$ cat src/rtl/button_event_unit_pkg.sv
// Shared definitions for the button event unit: event encodings and width helpers,
// also used by the bus-side register decoder.
package button_event_unit_pkg;

   localparam logic EVT_RISE = 1'b1;
   localparam logic EVT_FALL = 1'b0;

   // Ceiling log2; clog2(1) == 0.
   function automatic int unsigned clog2(input int unsigned value);
      int unsigned r;
      r = 0;
      while ((32'd1 << r) < value) r++;
      return r;
   endfunction

   // Line-index field width; at least one bit even for a single line.
   function automatic int unsigned idx_width(input int unsigned width);
      return (width > 1) ? clog2(width) : 1;
   endfunction

   // Occupancy counter width; must represent 0..depth inclusive.
   function automatic int unsigned cnt_width(input int unsigned depth);
      return clog2(depth) + 1;
   endfunction

endpackage

$ cat src/rtl/button_event_unit_if.sv
// CPU-side event pop port and status of the button event unit.
interface button_event_unit_if
   import button_event_unit_pkg::*;
#(
   parameter int unsigned WIDTH = 4,
   parameter int unsigned DEPTH = 8
);
   localparam int unsigned IDXW = idx_width(WIDTH);
   localparam int unsigned CNTW = cnt_width(DEPTH);

   logic            evt_valid;
   logic            evt_ready;
   logic [IDXW:0]   evt_data;
   logic [CNTW-1:0] evt_count;
   logic            irq;
   logic            overflow;
   logic            overflow_clr;

   modport master (
      output evt_valid, evt_data, evt_count, irq, overflow,
      input  evt_ready, overflow_clr
   );

   modport slave (
      input  evt_valid, evt_data, evt_count, irq, overflow,
      output evt_ready, overflow_clr
   );

endinterface

$ cat src/rtl/button_event_unit_sync_fifo.sv
// First-word-fall-through event FIFO with registered valid/full/count.
module button_event_unit_sync_fifo
   import button_event_unit_pkg::*;
#(
   parameter int unsigned WIDTH_D = 3,
   parameter int unsigned DEPTH   = 8
) (
   input  logic                      clk,
   input  logic                      reset,
   input  logic                      push,
   input  logic [WIDTH_D-1:0]        push_data,
   input  logic                      pop,
   output logic [WIDTH_D-1:0]        rd_data,
   output logic                      valid,
   output logic                      full,
   output logic [cnt_width(DEPTH)-1:0] count
);
   localparam int unsigned PTRW = clog2(DEPTH);
   localparam int unsigned CNTW = cnt_width(DEPTH);

   logic [WIDTH_D-1:0] mem [DEPTH];
   logic [PTRW-1:0]    wr_ptr;
   logic [PTRW-1:0]    rd_ptr;
   logic [CNTW-1:0]    count_n;
   logic               do_push;
   logic               do_pop;

   // A push into a full FIFO is legal only when the head leaves in the same cycle.
   always_comb begin
      do_pop  = pop && valid;
      do_push = push && (!full || do_pop);
      count_n = count;
      case ({do_push, do_pop})
         2'b10:   count_n = count + CNTW'(1);
         2'b01:   count_n = count - CNTW'(1);
         default: count_n = count;
      endcase
   end

   always_ff @(posedge clk) begin
      if (reset) begin
         wr_ptr <= '0;
         rd_ptr <= '0;
         count  <= '0;
         valid  <= 1'b0;
         full   <= 1'b0;
      end else begin
         if (do_push) wr_ptr <= wr_ptr + PTRW'(1);
         if (do_pop)  rd_ptr <= rd_ptr + PTRW'(1);
         count <= count_n;
         valid <= (count_n != '0);
         full  <= (count_n == CNTW'(DEPTH));
      end
   end

   always_ff @(posedge clk) begin
      if (do_push) mem[wr_ptr] <= push_data;
   end

   assign rd_data = valid ? mem[rd_ptr] : '0;

endmodule

$ cat src/rtl/button_event_unit.sv
// Turns debounced line levels into queued rise/fall events with interrupt and
// sticky lost-edge flag.
module button_event_unit
   import button_event_unit_pkg::*;
#(
   parameter int unsigned WIDTH = 4,
   parameter int unsigned DEPTH = 8
) (
   input  logic             clk,
   input  logic             reset,
   input  logic [WIDTH-1:0] debounced_in,
   button_event_unit_if.master bus
);
   localparam int unsigned IDXW = idx_width(WIDTH);
   localparam int unsigned DW   = IDXW + 1;

   logic             armed;
   logic [WIDTH-1:0] prev;
   logic [WIDTH-1:0] rise_pend;
   logic [WIDTH-1:0] fall_pend;
   logic             overflow_q;

   logic [WIDTH-1:0] rise_det;
   logic [WIDTH-1:0] fall_det;
   logic [WIDTH-1:0] sel;
   logic [WIDTH-1:0] clr_rise;
   logic [WIDTH-1:0] clr_fall;
   logic [IDXW-1:0]  sel_idx;
   logic             sel_rise;
   logic             found;
   logic             push;
   logic             pop;
   logic             full;
   logic             merge;
   logic [DW-1:0]    push_data;

   // Edge detection is suppressed on the arming cycle so lines high out of reset stay silent.
   always_comb begin
      rise_det = armed ? (debounced_in & ~prev) : '0;
      fall_det = armed ? (~debounced_in & prev) : '0;
   end

   // Lowest pending line wins; with both polarities pending the older edge is opposite to prev.
   always_comb begin
      found    = 1'b0;
      sel      = '0;
      sel_idx  = '0;
      sel_rise = 1'b0;
      for (int unsigned i = 0; i < WIDTH; i++) begin
         if (!found && (rise_pend[i] || fall_pend[i])) begin
            found    = 1'b1;
            sel[i]   = 1'b1;
            sel_idx  = IDXW'(i);
            sel_rise = rise_pend[i] && !(fall_pend[i] && prev[i]);
         end
      end
   end

   always_comb begin
      pop       = bus.evt_valid && bus.evt_ready;
      push      = found && (!full || pop);
      clr_rise  = (push && sel_rise)  ? sel : '0;
      clr_fall  = (push && !sel_rise) ? sel : '0;
      push_data = {(sel_rise ? EVT_RISE : EVT_FALL), sel_idx};
      merge     = (|(rise_det & rise_pend & ~clr_rise)) ||
                  (|(fall_det & fall_pend & ~clr_fall));
   end

   always_ff @(posedge clk) begin
      if (reset) begin
         armed      <= 1'b0;
         prev       <= '0;
         rise_pend  <= '0;
         fall_pend  <= '0;
         overflow_q <= 1'b0;
      end else begin
         armed     <= 1'b1;
         prev      <= debounced_in;
         rise_pend <= (rise_pend & ~clr_rise) | rise_det;
         fall_pend <= (fall_pend & ~clr_fall) | fall_det;
         if (merge)                 overflow_q <= 1'b1;
         else if (bus.overflow_clr) overflow_q <= 1'b0;
      end
   end

   button_event_unit_sync_fifo #(
      .WIDTH_D (DW),
      .DEPTH   (DEPTH)
   ) u_fifo (
      .clk       (clk),
      .reset     (reset),
      .push      (push),
      .push_data (push_data),
      .pop       (pop),
      .rd_data   (bus.evt_data),
      .valid     (bus.evt_valid),
      .full      (full),
      .count     (bus.evt_count)
   );

   assign bus.irq      = bus.evt_valid;
   assign bus.overflow = overflow_q;

endmodule

$ cat src/flat_wrapper.sv
// flat-port wrapper written by rule: the top's interface ports become plain ports
module button_event_unit_flat import button_event_unit_pkg::*;
#(
   parameter int unsigned WIDTH = 4,
   parameter int unsigned DEPTH = 8
)
  (clk, reset, debounced_in, bus_evt_valid, bus_evt_data, bus_evt_count, bus_irq, bus_overflow, bus_evt_ready, bus_overflow_clr);
  button_event_unit_if #(.WIDTH(WIDTH), .DEPTH(DEPTH)) bus_i ();
  input  logic clk;
  input  logic reset;
  input  logic [WIDTH-1:0] debounced_in;
  output wire logic [$bits(bus_i.evt_valid)-1:0] bus_evt_valid;
  output wire logic [$bits(bus_i.evt_data)-1:0] bus_evt_data;
  output wire logic [$bits(bus_i.evt_count)-1:0] bus_evt_count;
  output wire logic [$bits(bus_i.irq)-1:0] bus_irq;
  output wire logic [$bits(bus_i.overflow)-1:0] bus_overflow;
  input wire logic [$bits(bus_i.evt_ready)-1:0] bus_evt_ready;
  input wire logic [$bits(bus_i.overflow_clr)-1:0] bus_overflow_clr;
  assign bus_evt_valid = bus_i.evt_valid;
  assign bus_evt_data = bus_i.evt_data;
  assign bus_evt_count = bus_i.evt_count;
  assign bus_irq = bus_i.irq;
  assign bus_overflow = bus_i.overflow;
  assign bus_i.evt_ready = bus_evt_ready;
  assign bus_i.overflow_clr = bus_overflow_clr;
  button_event_unit #(.WIDTH(WIDTH), .DEPTH(DEPTH)) u_core (.clk(clk), .reset(reset), .debounced_in(debounced_in), .bus(bus_i));
endmodule
$ cat config.mk
export PLATFORM = sky130hd
export DESIGN_NAME = button_event_unit_flat
export DESIGN_NICKNAME = d
export VERILOG_FILES = /design/src/rtl/button_event_unit_pkg.sv /design/src/rtl/button_event_unit_if.sv /design/src/rtl/button_event_unit_sync_fifo.sv /design/src/rtl/button_event_unit.sv /design/src/flat_wrapper.sv
export SDC_FILE = /design/constraint.sdc
export NUM_CORES = 1
export LEC_CHECK = 0
export CAP_MARGIN = 20
export CELL_PAD_IN_SITES_DETAIL_PLACEMENT = 2
export CELL_PAD_IN_SITES_GLOBAL_PLACEMENT = 2
export CORE_ASPECT_RATIO = 1.1
export CORE_MARGIN = 4
export CORE_UTILIZATION = 41
export CTS_BUF_LIST = sky130_fd_sc_hd__clkbuf_16
export CTS_CLUSTER_SIZE = 8
export DETAILED_ROUTE_END_ITERATION = 7
export DONT_BUFFER_PORTS = 1
export PLACE_DENSITY_LB_ADDON = 0.12
export SYNTH_ARGS = -nofsm -noshare
export SYNTH_HDL_FRONTEND = slang
export SYNTH_HIERARCHICAL = 1
export SYNTH_SLANG_ARGS = --single-unit
$ cat constraint.sdc
create_clock -name clk -period 4.2 [get_ports clk]
set_clock_uncertainty 0.15 [all_clocks]
set_input_delay 0.84 -clock clk [delete_from_list [all_inputs] [get_ports clk]]
set_output_delay 0.84 -clock clk [all_outputs]
set_load 0.02 [all_outputs]
==> out/qor.yml <==
status: "complete, no violations"
synth_ff_type: "dfxtp_1"
post_drt_wl_per_cell_um: 21.26
crit_family: "compound AO/OA/AOI/OAI gates"
rsz0062_at_grt: "no"
grt_pass1_vias: 1882
fp-row-count: 28
startpoint_type: "input pin"
final_cell_area_sq_mm: 0.002589
cellInternalPower_mw: 0.9670
arrival_ps: 3710
r2r-start: "u_core/u_fifo/valid"
multi_input_area_sq_um: 985.9
hold_path_end: "u_core/u_fifo/rd_ptr[1]"
cts.hold.buffers_added: 0
p_sw_mw: 0.4001
syn_nets: 227
h-tree-depth: 2
cp_slowest_cell: "a21boi_0"
core_sq_mm: 0.005465
synth_seq_cells: 53
post-route-worst-setup-slack_ps: 516.8
grtUsageTotal: 0.1946
num_vias: 1644
cts_tree: "done"
totalWireLength_um: 6228
cp-startpoint: "bus_evt_ready"
fmax_mhz: 271.5
path_max_fanout: 6
root_buffer: "clkbuf_16"
slowest_delay_ps: 520
cts_resized: 0
grt_antenna_before_repair: 0
final_core_util: 0.4737
synth_cell_types: 41
cts_inserted_buffers: 5
required_ps: 4230
firstDrtPassIters: 5
placed_area_sq_mm: 0.002426
clkTransAtPathRegs_ps: 60
yosys_warnings: 6
clk-insertion-delay-late_ps: 290
worst-setup-path-type: "in -> reg"
power.leakage_nw: 0.9006
synth-edff-count: 24
dieArea_sq_mm: 0.007001
placedCellCount: 285
layout_commonest_cell: "dfxtp_1"
r2r_end: "u_core/u_fifo/full"
p_comb_frac: 0.182
die_w_um: 80.14
p_total_mw: 1.367
worstHoldPathCells: 2
dieHeight_um: 87.36
final_cell_mix: "dfxtp_1 (29), nor2_1 (28), nand2_1 (24), edfxtp_1 (24), a21oi_1 (12)"
syn_to_final_growth_pct: 10.29
post-route-min-period_ps: 3683
io-pin-count: 18
power_density_mw_per_mm2: 528.1
min_path_type: "reg -> reg"
vias_per_cell: 5.611
avgSynthCellArea_sq_um: 10.97
seq_area_frac_synth: 0.5544
clkSinkCount: 53
p_seq_frac: 0.488
power_frac_clock: 0.330
final-setup-viol-count: 0
grt_max_degree: 28
finalSetupTns_ps: 0
hpwl_um: 4638
whs_ps: 356.0
cts_setup_buffers: 0
synth_cells: 214
grt-ovfl-total: 0
ant_nets: 0
synth_area_sq_mm: 0.002347
path_buf_inv: 1
place_ws_ps: 248.9
min_from: "u_core/u_fifo/rd_ptr[1]"
crit_chain: "a21boi_1, a21oi_1, a21boi_0, inv_1, ha_1, nand2b_1, or4b_1, a31oi_1, xnor2_1, and4bb_2"
max_cap_viol_count: 0
swShare: 0.2927
antenna_cells: 0
instances_no_fill: 293
start_util: 0.4295
rrSetupSlack_ps: 550
io_buffers: 0
fill_cells: 582
max_slew_margin: 0.3078
drc: 0
drive_above_1_share: 0.08257
critPathCaptureType: "register"
worst_pin_slew_ps: 1030
grt_pass1_wl_um: 10050
async_reset_ff_frac: 0
final_nets: 230
slew_viol_final: 0
post-route-period-util: 0.8770
hold_violations: 0
gp_congestion: 0.8425
clk_path_buf_depth: 2
ff_latch_area_sq_mm: 0.001301
r2r_cells: 10
drtIter0Drc: 98
ir_drop_uv: 246.5
[registers in the layout, indices dropped and copies added (netlist names), named ones only]
name	count
u_core/prev	4
u_core/fall_pend	4
u_core/u_fifo/wr_ptr	3
u_core/u_fifo/count	4
u_core/u_fifo/valid	1
u_core/u_fifo/rd_ptr	3
u_core/u_fifo/mem	24
u_core/bus.overflow	1
u_core/armed	1
u_core/u_fifo/full	1
u_core/rise_pend	4
[cells in the mapped netlist (all sizes together), types with 2 or more instances]
cell type	number	area (sq um)
a21oi	12	60.06
nand4b	2	17.52
nor2	28	105.1
o21ai	7	35.03
a21boi	2	15.02
xnor2	2	17.52
a31oi	6	37.54
nor4	3	33.78
edfxtp	24	720.7
xor2	6	52.55
inv	10	37.54
nand2b	5	31.28
clkbuf	3	11.26
a32o	2	20.02
mux4	6	135.1
dfxtp	29	580.6
ha	5	62.56
nand3b	4	30.03
nor2b	9	56.30
mux2i	4	40.04
buf	2	11.26
nand2	24	90.09
nor3	5	25.02
[layer usage]
metal | GRT usage | share of wire | up-vias
li1 | - | - | 773
met1 | 0.2021 | 0.39 | 829
met2 | 0.3803 | 0.57 | 32
met3 | 0.03934 | 0.029 | 10
met4 | 0.06759 | 0.016 | 0
met5 | 0 | 0 | -
[final cells by class]
type / count / share of cell area
Timing Repair Buffer: 1 / 0.002900
Multi-Input combinational cell: 146 / 0.3809
Inverter: 10 / 0.01450
Tap cell: 75 / 0.03625
Clock buffer: 5 / 0.04833
Clock inverter: 3 / 0.01450
Sequential cell: 53 / 0.5027
[power by group through the flow]
stage                     sequential, mW  clock, mW  combinational, mW
after CTS                          0.668      0.464              0.252
after detailed placement           0.677          0              0.246
final                              0.666      0.451              0.249
after floorplan                    0.655          0              0.191
after global placement             0.667          0              0.221
after global routing               0.676      0.482              0.273
[cell families (layout without fill, tap and decap cells)]
logic type | after synthesis | after routing | share of synthesized area
AND/OR/NAND/NOR | 88 | 88 | 0.1972
flip-flops | 53 | 53 | 0.5544
AO/OA/AOI/OAI | 35 | 35 | 0.09169
buffers and inverters | 15 | 19 | 0.02559
multiplexers | 10 | 10 | 0.07463
XOR/XNOR | 8 | 8 | 0.02985
adder cells (fa/ha/maj) | 5 | 5 | 0.02665
[worst register-to-register path, cell delays in order (launching register included)]
cell and delay [ps]:
dfxtp_1 450, a21boi_1 260, a21oi_1 270, a21boi_0 520
inv_1 210, ha_1 290, nand2b_1 170, or4b_1 470
a31oi_1 250, xnor2_1 220, and4bb_2 280
[worst max-delay path by stage]
| stage | end | slack [ps] | cells past startpoint |
|---|---|---|---|
| after floorplan | u_core/u_fifo/full | 810 | 10 |
| after global placement | u_core/u_fifo/full | 630 | 10 |
| after detailed placement | u_core/u_fifo/full | 250 | 10 |
| after CTS | u_core/u_fifo/full | 530 | 10 |
| after global routing | u_core/u_fifo/full | 290 | 10 |
| final | u_core/u_fifo/full | 520 | 10 |
Power figures use the tool's default switching activity.
==> RTL edit 1, RTL diff (config.mk and constraints unchanged) <==
`WIDTH` is set to 4 in 3 places; all go to 5.
--- a/src/rtl/button_event_unit_if.sv
+++ b/src/rtl/button_event_unit_if.sv
@@ -2,7 +2,7 @@
 interface button_event_unit_if
    import button_event_unit_pkg::*;
 #(
-   parameter int unsigned WIDTH = 4,
+   parameter int unsigned WIDTH = 5,
    parameter int unsigned DEPTH = 8
 );
    localparam int unsigned IDXW = idx_width(WIDTH);
--- a/src/rtl/button_event_unit.sv
+++ b/src/rtl/button_event_unit.sv
@@ -3,7 +3,7 @@
 module button_event_unit
    import button_event_unit_pkg::*;
 #(
-   parameter int unsigned WIDTH = 4,
+   parameter int unsigned WIDTH = 5,
    parameter int unsigned DEPTH = 8
 ) (
    input  logic             clk,
--- a/src/flat_wrapper.sv
+++ b/src/flat_wrapper.sv
@@ -1,7 +1,7 @@
 // flat-port wrapper written by rule: the top's interface ports become plain ports
 module button_event_unit_flat import button_event_unit_pkg::*;
 #(
-   parameter int unsigned WIDTH = 4,
+   parameter int unsigned WIDTH = 5,
    parameter int unsigned DEPTH = 8
 )
   (clk, reset, debounced_in, bus_evt_valid, bus_evt_data, bus_evt_count, bus_irq, bus_overflow, bus_evt_ready, bus_overflow_clr);
Interface: changed (resized bus_evt_data and debounced_in); port bits go from 18 to 20. The function was not compared with the original's and may differ.
==> RTL edit 1 against the original RTL <==
  * Critical path depth is 5 higher
  * Sequential power up 23%
  * Power up 41%
  * Synthesized area is 19% higher
  * Count of clock-buffer cells in the layout up 4
  * Setup slack better by 0.29 ns
  * Sequential cell count grew 11
  * Routed wire length rose by 17%
  * Synthesized cell count grew 14%
  * Design area is 23% higher
  * Critical endpoint unchanged
==> RTL edit 1: results (changes against the original RTL) <==
- Status: finished clean
- Reg2reg start: u_core/rise_pend[0]$_SDFF_PP0_
- VDD IR-drop max: 0.329 mV (+34%)
- Worst Hold Launch: u_core/u_fifo/wr_ptr[0]$_SDFFE_PP0P_
- Leak: 1.13 nW (+25%)
- Hold Path Sink: u_core/u_fifo/wr_ptr[0]$_SDFFE_PP0P_
- Syn. warnings: 6 (unchanged)
- Max reg flops: 32 (+33%)
- Hold/Removal Path Class: reg -> reg
- Vias in the first global route: 2177 (+16%)
- Biggest register: u_core/u_fifo/mem
- Clock root buffer master: clkbuf_16
- Setup Fix Bufs, Post-CTS: 0 (unchanged)
- # port buffers: 0 (unchanged)
- Register-to-Register Path Depth: 15 (+5)
- Clock latency on the worst-skew pair: 0.33 ns (+0.04 ns)
- Reg-to-Reg End: u_core/u_fifo/full$_SDFF_PP0_
- Top Metal Used: met4
- Clock-pin transition on the worst setup and hold timing paths: 0.06 ns (about the same)
- Vias per cell: 5.66 (+0.83%)
- Critical path's top delay family: simple AND/OR/NAND/NOR gates
- Post-CTS resize count: 0 (unchanged)
- M1 WL: 2950 um (+22%)
- Initial DRC Count: 94 (-4.1%)
- CP arrival: 3.51 ns (-0.20 ns)
- Max incr delay on CP: 0.35 ns (-0.17 ns)
- Synth top cells by count: nor2_1 (35), dfxtp_1 (32), edfxtp_1 (32), nand2_1 (26), a21oi_1 (14)
- Layout cells sized above 1: 0.142 (+0.0592)
- First-pass GRT wire length: 11900 um (+18%)
- Post-synth EDFFs: 32 (+33%)
- Reg2reg setup slack: 0.81 ns (+0.26 ns)
- Worst slew pin tran: 0.776 ns (-0.255 ns)
- Largest net degree at the start of global routing: 30 (+7.1%)
- 1st-pass router iterations: 4 (-1)
- Async set-reset flop share out of synthesis: 0 (unchanged)
- Synth area leaders: edfxtp_1 (35%), dfxtp_1 (23%), mux4_2 (6.5%)
- Met2 routed WL: 3810 um (+8.2%)
- # diodes: 0 (unchanged)
- Metal3 WL: 257 um (+42%)
- Syn nets: 257 (+13%)
- Post-DP HPWL: 4930 um (+6.4%)
- Critical-path top delay cell: dfxtp_1
- Hold depth: 2 (unchanged)
- All-layer global routing usage: 0.198 (+0.00359)
- Maximum clock path buffer count: 2 (unchanged)
- CTS Buf Count: 9 (+4)
- Primary FF master, synth: edfxtp_1
- Placed Area: 2870 sq um (+18%)
- Synth cell types: 45 (+9.8%)
- H-tree levels: 3 (+1)
- Routed Wire Length: 7260 um (+17%)
- Hold_ws: 0.356 ns (-0.000423 ns)
- Final Wtd Congestion: 0.758 (-10%)
- Seq/Total Area, Yosys: 0.575 (+0.0207)
[RTL edit 1: worst max-delay path by stage]
stage,startpoint,to,slack (ns)
CTS,u_core/u_fifo/valid$_SDFF_PP0_,u_core/u_fifo/full$_SDFF_PP0_,0.78
floorplan,bus_evt_ready,u_core/u_fifo/full$_SDFF_PP0_,0.63
global route,u_core/rise_pend[0]$_SDFF_PP0_,u_core/u_fifo/full$_SDFF_PP0_,0.58
finish,u_core/rise_pend[0]$_SDFF_PP0_,u_core/u_fifo/full$_SDFF_PP0_,0.81
detailed placement,bus_evt_ready,u_core/u_fifo/full$_SDFF_PP0_,0.58
global placement,bus_evt_ready,u_core/u_fifo/full$_SDFF_PP0_,0.65
[RTL edit 1: per-layer routing]
layer,up-vias,GRT usage
li1,885,-
met1,964,0.214
met2,37,0.351
met3,15,0.0558
met4,0,0.100
met5,-,0
[RTL edit 1: layout make-up]
| cell class | count | area (sq um) |
|---|---|---|
| Tap cell | 82 | 103 |
| Inverter | 8 | 30.0 |
| Fill cell | 675 | 3420 |
| Multi-Input combinational cell | 164 | 1120 |
| Sequential cell | 64 | 1600 |
| Clock buffer | 9 | 225 |
| Clock inverter | 7 | 80.1 |
| Timing Repair Buffer | 2 | 15.0 |
[RTL edit 1: stage by stage]
stage	cells	total power, mW	setup slack (ns)
6_report	336	1.93	0.810
3_5_place_dp	320	1.18	0.580
3_3_place_gp	320	1.16	0.648
2_1_floorplan	243	1.08	0.629
4_1_cts	336	1.95	0.781
5_1_grt	336	2.03	0.582
[RTL edit 1: cell families after synthesis]
family | Yosys count | synth area share
simple gates | 97 | 0.175
xor+xnor | 8 | 0.0252
mux | 13 | 0.0827
compound gates | 41 | 0.0979
buf+inv | 15 | 0.0220
flops | 64 | 0.575
fa+ha+maj | 5 | 0.0225
[RTL edit 1: worst min-delay path: stages (launching register included)]
cell     delay [ns]
dfxtp_1        0.34
nand2_1        0.07
a21oi_1        0.05
[RTL edit 1: power breakdown]
part | internal, mW | total (mW) | switching (mW)
combinational | 0.134 | 0.351 | 0.218
clock | 0.464 | 0.759 | 0.295
sequential | 0.734 | 0.816 | 0.0815
==> RTL edit 2, RTL diff (config.mk and constraints unchanged) <==
Without the edit above. Put a register stage on the output `bus.irq`, without a reset. The value now appears one clock later.
--- a/src/rtl/button_event_unit.sv
+++ b/src/rtl/button_event_unit.sv
@@ -98,7 +98,9 @@
       .count     (bus.evt_count)
    );
 
-   assign bus.irq      = bus.evt_valid;
+   always_ff @(posedge clk) begin
+      bus.irq <= bus.evt_valid;
+   end
    assign bus.overflow = overflow_q;
 
 endmodule
Function: changed (Yosys sat finds a counterexample within 4 cycles, from zero or initial values and one cycle with reset high).
==> RTL edit 2 against the original RTL <==
  * Maximum frequency down 0.88%
  * Combinational power decreased by 8.8%
  * Synthesized cell count did not move
  * Design area grew 0.53%
  * Routed wire length is 7.5% lower
  * Power down 0.89%
  * Synthesized area is 0.53% higher
  * Non-clock buffer count decreased by 1
  * Setup slack lost 0.033 ns
  * Sequential cell count increased by 1
==> RTL edit 2: results (changes against the original RTL) <==
- Status: finished clean
- Hold_ws: 0.371 ns (+0.0151 ns)
- Clock-pin transition on the worst setup and hold timing paths: approximately 0.07 ns
- Layout cells sized above 1: 0.0872 (+0.00459)
- Post-DP HPWL: 4450 um (-4.0%)
- Reg2reg setup slack: 0.48 ns (-0.07 ns)
- Via count of the routed design: 1603 (-2.5%)
- Leak: 0.904 nW (+0.34%)
- CP arrival: 3.75 ns (+0.04 ns)
- Async set-reset flop share out of synthesis: 0 (unchanged)
- Reg2reg start: u_core/u_fifo/valid$_SDFF_PP0_
- Initial DRC Count: 103 (+5.1%)
- Syn avg cell area: 11.0 sq um (+0.53%)
- P_sw: 0.400 mW (-0.14%)
- First-pass GRT wire length: 9600 um (-4.4%)
- Worst slack, placed: 0.324 ns (+0.0748 ns)
- Worst slew pin tran: 0.965 ns (-0.0657 ns)
- Synth area leaders: edfxtp_1 (31%), dfxtp_1 (25%), mux4_2 (5.7%)
- CTS Hold Bufs: 0 (unchanged)
- Critical-path top delay cell: dfxtp_1
- Clock latency on the worst-skew pair: 0.29 ns (about the same)
- Synth top cells by count: dfxtp_1 (30), nor2_1 (28), edfxtp_1 (24), nand2_1 (24), a21oi_1 (12)
- Post-CTS resize count: 0 (unchanged)
- Reg-to-Reg End: u_core/u_fifo/full$_SDFF_PP0_
- Layout fillers: 581 (-0.17%)
- Setup Fix Bufs, Post-CTS: 0 (unchanged)
- Hold Path Sink: u_core/fall_pend[3]$_SDFF_PP0_
- DRT antenna net count: 0 (unchanged)
- Vias in the first global route: 1835 (-2.5%)
- Worst Hold Launch: u_core/fall_pend[3]$_SDFF_PP0_
- # port buffers: 0 (unchanged)
- Largest net degree at the start of global routing: 28 (unchanged)
- Max incr delay on CP: 0.57 ns (+0.05 ns)
- Placed Area: 2440 sq um (+0.52%)
- Routed Wire Length: 5760 um (-7.5%)
- Synth cell types: 40 (-2.4%)
- Final Wtd Congestion: 0.854 (+1.4%)
- Post-synth EDFFs: 24 (unchanged)
- All-layer global routing usage: 0.182 (-0.0130)
- 1st-pass router iterations: 4 (-1)
- VDD IR-drop max: 0.182 mV (-26%)
- CTS Buf Count: 5 (unchanged)
- Seq/Total Area, Yosys: 0.560 (+0.00554)
- Worst Path Max Fanout: 8 (+2)
==> RTL edit 2: cell count changes after synthesis, sizes merged <==
| cell | before | now |
|---|---|---|
| buf | 2 | 1 |
| dfxtp | 29 | 30 |
==> RTL edit 2: kinds of logic (layout without fill, tap and decap cells) <==
logic type	count (synthesis)	count (layout)	share of synthesized area
buffers and inverters	14	18	0.0223
flip-flops	54	54	0.560
multiplexers	10	10	0.0742
AND/OR/NAND/NOR	88	88	0.196
adder cells (fa/ha/maj)	5	5	0.0265
XOR/XNOR	8	8	0.0297
AO/OA/AOI/OAI	35	35	0.0912
==> RTL edit 2: how the worst max path moves through the flow <==
stage | slack, ns | endpoint | startpoint
after floorplan | 0.81 | u_core/u_fifo/full$_SDFF_PP0_ | bus_evt_ready
after global placement | 0.62 | u_core/u_fifo/full$_SDFF_PP0_ | bus_evt_ready
after detailed placement | 0.32 | u_core/u_fifo/full$_SDFF_PP0_ | bus_evt_ready
after CTS | 0.43 | u_core/u_fifo/full$_SDFF_PP0_ | u_core/u_fifo/valid$_SDFF_PP0_
after global routing | 0.15 | u_core/u_fifo/full$_SDFF_PP0_ | u_core/u_fifo/valid$_SDFF_PP0_
final | 0.48 | u_core/u_fifo/full$_SDFF_PP0_ | u_core/u_fifo/valid$_SDFF_PP0_
==> RTL edit 2: worst min-delay path: stages (launching register included) <==
cell,delay [ns]
dfxtp_1,0.34
nand2_1,0.07
a21oi_1,0.06
==> RTL edit 2: area by class of cell <==
| cell class | instances | area [sq um] | share of cell area |
|---|---|---|---|
| clock buffer | 6 | 150 | 0.0577 |
| clock inverter | 2 | 13.8 | 0.00529 |
| multi-input combinational | 146 | 986 | 0.379 |
| sequential | 54 | 1320 | 0.508 |
| inverter | 10 | 37.5 | 0.0144 |
| tap | 75 | 93.8 | 0.0361 |
==> RTL edit 2: routing by layer <==
metal	GRT usage	up-vias	part of all wire
met5	0	-	0
met4	0.0415	0	0.0068
met1	0.202	807	0.39
li1	-	768	-
met3	0.0360	4	0.036
met2	0.352	24	0.57
==> RTL edit 2: power groups by stage <==
stage	Clock (mW)	Sequential [mW]	Combinational (mW)
floorplan	0	0.676	0.180
global placement	0	0.695	0.202
detailed placement	0	0.704	0.227
CTS	0.450	0.692	0.230
global route	0.479	0.700	0.256
finish	0.438	0.690	0.227
